**src/rtl/rom_arbiter.sv**
```systemverilog
// rtl/rom_arbiter.sv - single-port ROM shared between instruction fetch and data read
// MEM wins contention unless IF has waited STARVE_MAX grants; data returns one cycle after grant.
module rom_arbiter #(
  parameter int ADDR_W     = 32,
  parameter int DATA_W     = 32,
  parameter int STARVE_MAX = 4
) (
  input  logic              clk,
  input  logic              rst,
  input  logic              if_req,
  input  logic [ADDR_W-1:0] if_addr,
  output logic              if_valid,
  output logic [DATA_W-1:0] if_rdata,
  output logic              stall_pc,
  input  logic              mem_req,
  input  logic [ADDR_W-1:0] mem_addr,
  output logic              mem_valid,
  output logic [DATA_W-1:0] mem_rdata,
  output logic              mem_stall,
  output logic              rom_ce,
  output logic [ADDR_W-1:0] rom_addr,
  input  logic [DATA_W-1:0] rom_rdata
);

  typedef enum logic [1:0] {
    IDLE    = 2'd0,
    IF_ACT  = 2'd1,
    MEM_ACT = 2'd2
  } owner_t;

  localparam logic [3:0]        STARVE_LIM = 4'(STARVE_MAX);
  localparam logic [ADDR_W-1:0] WORD_MASK  = {{(ADDR_W-2){1'b1}}, 2'b00};

  owner_t     owner;
  owner_t     owner_nxt;
  logic [3:0] starve_cnt;
  logic [3:0] starve_nxt;
  logic       grant_if;
  logic       grant_mem;

  always_ff @(posedge clk or posedge rst) begin
    if (rst) begin
      owner      <= IDLE;
      starve_cnt <= 4'd0;
    end else begin
      owner      <= owner_nxt;
      starve_cnt <= starve_nxt;
    end
  end

  // Everything requester-facing is gated by rst so the ROM is never enabled during reset.
  always_comb begin
    grant_if   = 1'b0;
    grant_mem  = 1'b0;
    owner_nxt  = IDLE;
    starve_nxt = starve_cnt;
    rom_ce     = 1'b0;
    rom_addr   = '0;
    stall_pc   = 1'b0;
    mem_stall  = 1'b0;

    if (!rst) begin
      if (if_req && (!mem_req || starve_cnt >= STARVE_LIM)) begin
        grant_if = 1'b1;
      end else if (mem_req) begin
        grant_mem = 1'b1;
      end

      if (!if_req || grant_if) begin
        starve_nxt = 4'd0;
      end else if (grant_mem && starve_cnt < STARVE_LIM) begin
        starve_nxt = starve_cnt + 4'd1;
      end

      if (grant_if) begin
        owner_nxt = IF_ACT;
        rom_ce    = 1'b1;
        rom_addr  = if_addr & WORD_MASK;
      end else if (grant_mem) begin
        owner_nxt = MEM_ACT;
        rom_ce    = 1'b1;
        rom_addr  = mem_addr & WORD_MASK;
      end

      stall_pc  = if_req & ~grant_if;
      mem_stall = mem_req & ~grant_mem;
    end
  end

  // owner is cleared asynchronously, so an access cut by reset never produces a pulse.
  always_comb begin
    if_valid  = 1'b0;
    if_rdata  = '0;
    mem_valid = 1'b0;
    mem_rdata = '0;
    case (owner)
      IF_ACT: begin
        if_valid = 1'b1;
        if_rdata = rom_rdata;
      end
      MEM_ACT: begin
        mem_valid = 1'b1;
        mem_rdata = rom_rdata;
      end
      default: ;
    endcase
  end

endmodule

```
**config.mk**
```make
export PLATFORM = sky130hd
export DESIGN_NAME = rom_arbiter
export DESIGN_NICKNAME = d
export VERILOG_FILES = /design/src/rtl/rom_arbiter.sv
export SDC_FILE = /design/constraint.sdc
export NUM_CORES = 1
export LEC_CHECK = 0
export BUFFER_PORTS_ARGS = -buffer_cell sky130_fd_sc_hd__buf_2
export CORE_AREA = 2 2 79 81
export CTS_CLUSTER_SIZE = 25
export DETAILED_ROUTE_END_ITERATION = 12
export DIE_AREA = 0 0 81 83
export PLACE_DENSITY_LB_ADDON = 0.12
export SLEW_MARGIN = 10
export SYNTH_ARGS = -nofsm -noshare
export SYNTH_HDL_FRONTEND = slang
export SYNTH_SLANG_ARGS = --single-unit
```
**constraint.sdc**
```tcl
create_clock -name clk -period 2.2 [get_ports clk]
set_input_delay 0.33 -clock clk [delete_from_list [all_inputs] [get_ports clk]]
set_output_delay 0.33 -clock clk [all_outputs]
set_load 0.005 [all_outputs]
```
==> run metrics <==
status finished clean; wire per inst 12.2 um; sw power 0.162 mW; Yosys Warn Count 0; commonest non-fill, non-tap cell in the layout buf_2; Combinational Power Share 0.500; Fillers 652; drc violations 0; MaxCap Viol Count 0; Clock transition at path regs 0.03 ns; Die Wd 81 um; post-route ant nets 0; clock power share 0.288; total number of vias 1,663; required time worst endpoint 1.87 ns; Sw Ratio 0.291; Layout Nets 426; H-tree depth 1; CTS tree done; vias per cell approximately 4.2; initial drt markers 25; Post-Syn Area 1030 sq um; part of the power in registers 0.212; clk_lat worst skew 0.22 ns; Final WS setup 0.0849 ns; min cycle time layout 2.12 ns; Setup Buffers After CTS 0; Slew Viols, Final 0; CTS Hold Bufs 0; final wirelength 4.86 mm; pwr/cell area 264 nW/um^2; vias in the first global route 1,480; Seq/Total Area, Yosys 0.145; P&R area growth vs syn 104%; slowest stage delay, CP approximately 0.40 ns; Peak VDD IR 0.125 mV; final setup TNS 0 ns; worst path arrival time 1.79 ns; die area 6720 sq um; Power Internal around 0.4 mW; syn_area_per_cell 7.66 sq um; Slowest-stage cell, CP or3b_1; clk_skew 0.000347 ns; r2r setup slk 0.88 ns; GRT Util Overall 0.131; CTS max path bufs 2; fmax 473 MHz; remaining global-route overflow 0; Synth Register Bits 6; proportion of layout cells with a drive suffix above 1 0.628; first-pass GRT wire length between 7 and 8 mm; Placement Setup Slack 0.250 ns; DR pass1 iterations 4; number of diodes 0; Cells after Synth approximately 140; CTS sink cnt 6; initial core utilization 0.178; post-route design area 2110 sq um; core area between 5000 and 6000 sq um; largest net degree at the start of global routing 34; initial antenna violation count 0; Final Hold Viols 0; Yosys cell types 19; CP Class reg2out; RSZ-0062 raised after global routing no; Critical Path Start Type register; most frequent cells in the layout buf_2 (194), and2_1 (66), a22o_1 (31); input/output buffers 194; final period utilization 0.961; TritonCTS Buffers 3; final setup violation count 0; worst path cell trace or3b_1 -> and3_1 -> buf_12 -> a22o_1 -> buf_2; post-cts resize count 0; worst hold path class in2async; Leak 1.40 nW; routability cong. 0.717; Max FO, Critical Path 31; CP endpoint kind output pin; Root Buffer clkbuf_8; multi-input logic area ~790 sq um; I/O pin count 201; placed cell areas between 2000 and 2500 sq um; Final HPWL DP 4.26 mm; Die Ht about 83 um; Placement Rows 28; total area of sequential cells 150 sq um
-- metal layers --
metal | GRT usage | wire [um] | vias up
met5 | 0 | 0 | -
met4 | 0.0231 | 19 | 0
met3 | 0.0283 | 602 | 2
li1 | - | - | 837
met1 | 0.127 | 1670 | 704
met2 | 0.270 | 2560 | 120
-- final timing paths --
kind                                from       endpoint  cells after the start
setup / recovery           starve_cnt[3]   rom_addr[27]                      5
hold / removal                       rst       owner[0]                      3
setup reg to reg           starve_cnt[3]       owner[0]                      3
hold reg to reg            starve_cnt[1]  starve_cnt[1]                      1
max in group asynchronous            rst  starve_cnt[3]                      3
min in group clk                     rst  starve_cnt[3]                      2
-- stage by stage --
stage / hold slack [ns] / utilization / total power, mW / std cells
final: 0.169 / 0.363 / 0.557 / 398
after global routing: 0.180 / 0.363 / 0.605 / 398
after CTS: 0.165 / 0.363 / 0.570 / 398
after detailed placement: 0.396 / 0.356 / 0.405 / 395
after global placement: 0.393 / 0.356 / 0.403 / 395
after floorplan: 0.132 / - / 0.230 / 136
-- sequential cells by signal (all words and copies together) (netlist names) --
name / cells
starve_cnt: 4
owner: 2
-- cell families after synthesis --
group | after synthesis | share of synthesized area
DFF | 6 | 0.145
adders and majority gates | 1 | 0.0121
muxes | 1 | 0.0109
other | 1 | 0.00363
and+or+nand+nor | 77 | 0.461
buffers and inverters | 16 | 0.0944
AOI/OAI and AO/OA | 33 | 0.272
-- cell usage after synthesis --
cell | count | share of area
a21oi_1 | 1 | 0.0048
a22o_1 | 31 | 0.26
and2_1 | 66 | 0.40
and3_1 | 2 | 0.012
buf_4 | 2 | 0.015
buf_6 | 4 | 0.044
clkbuf_1 | 9 | 0.033
conb_1 | 1 | 0.0036
dfrtp_1 | 6 | 0.15
ha_1 | 1 | 0.012
inv_1 | 1 | 0.0036
mux2_2 | 1 | 0.011
nand3_1 | 2 | 0.0097
nand3b_1 | 1 | 0.0073
nor2_1 | 2 | 0.0073
nor2b_1 | 2 | 0.012
nor3_1 | 1 | 0.0048
o21ai_0 | 1 | 0.0048
or3b_1 | 1 | 0.0085
-- power groups by stage --
stage | clock network, mW | logic [mW] | registers (mW)
finish | 0.160 | 0.279 | 0.118
global route | 0.174 | 0.313 | 0.118
CTS | 0.166 | 0.286 | 0.118
detailed placement | 0 | 0.285 | 0.119
global placement | 0 | 0.284 | 0.119
floorplan | 0 | 0.111 | 0.118
-- cell type report --
class / count / area share
inverter: 1 / 0.00178
clock buffer: 3 / 0.0195
timing repair buffer: 199 / 0.489
tap: 75 / 0.0444
multi-input combinational: 114 / 0.374
sequential: 6 / 0.0711
-- worst max-delay path, delay by kind of cell, from the launching register on --
family                 cells  cell delay, ns
AND/OR/NAND/NOR            2            0.63
AO/OA/AOI/OAI              1            0.24
flip-flops                 1            0.39
buffers and inverters      2            0.30
(Power assumes the default switching activity.)
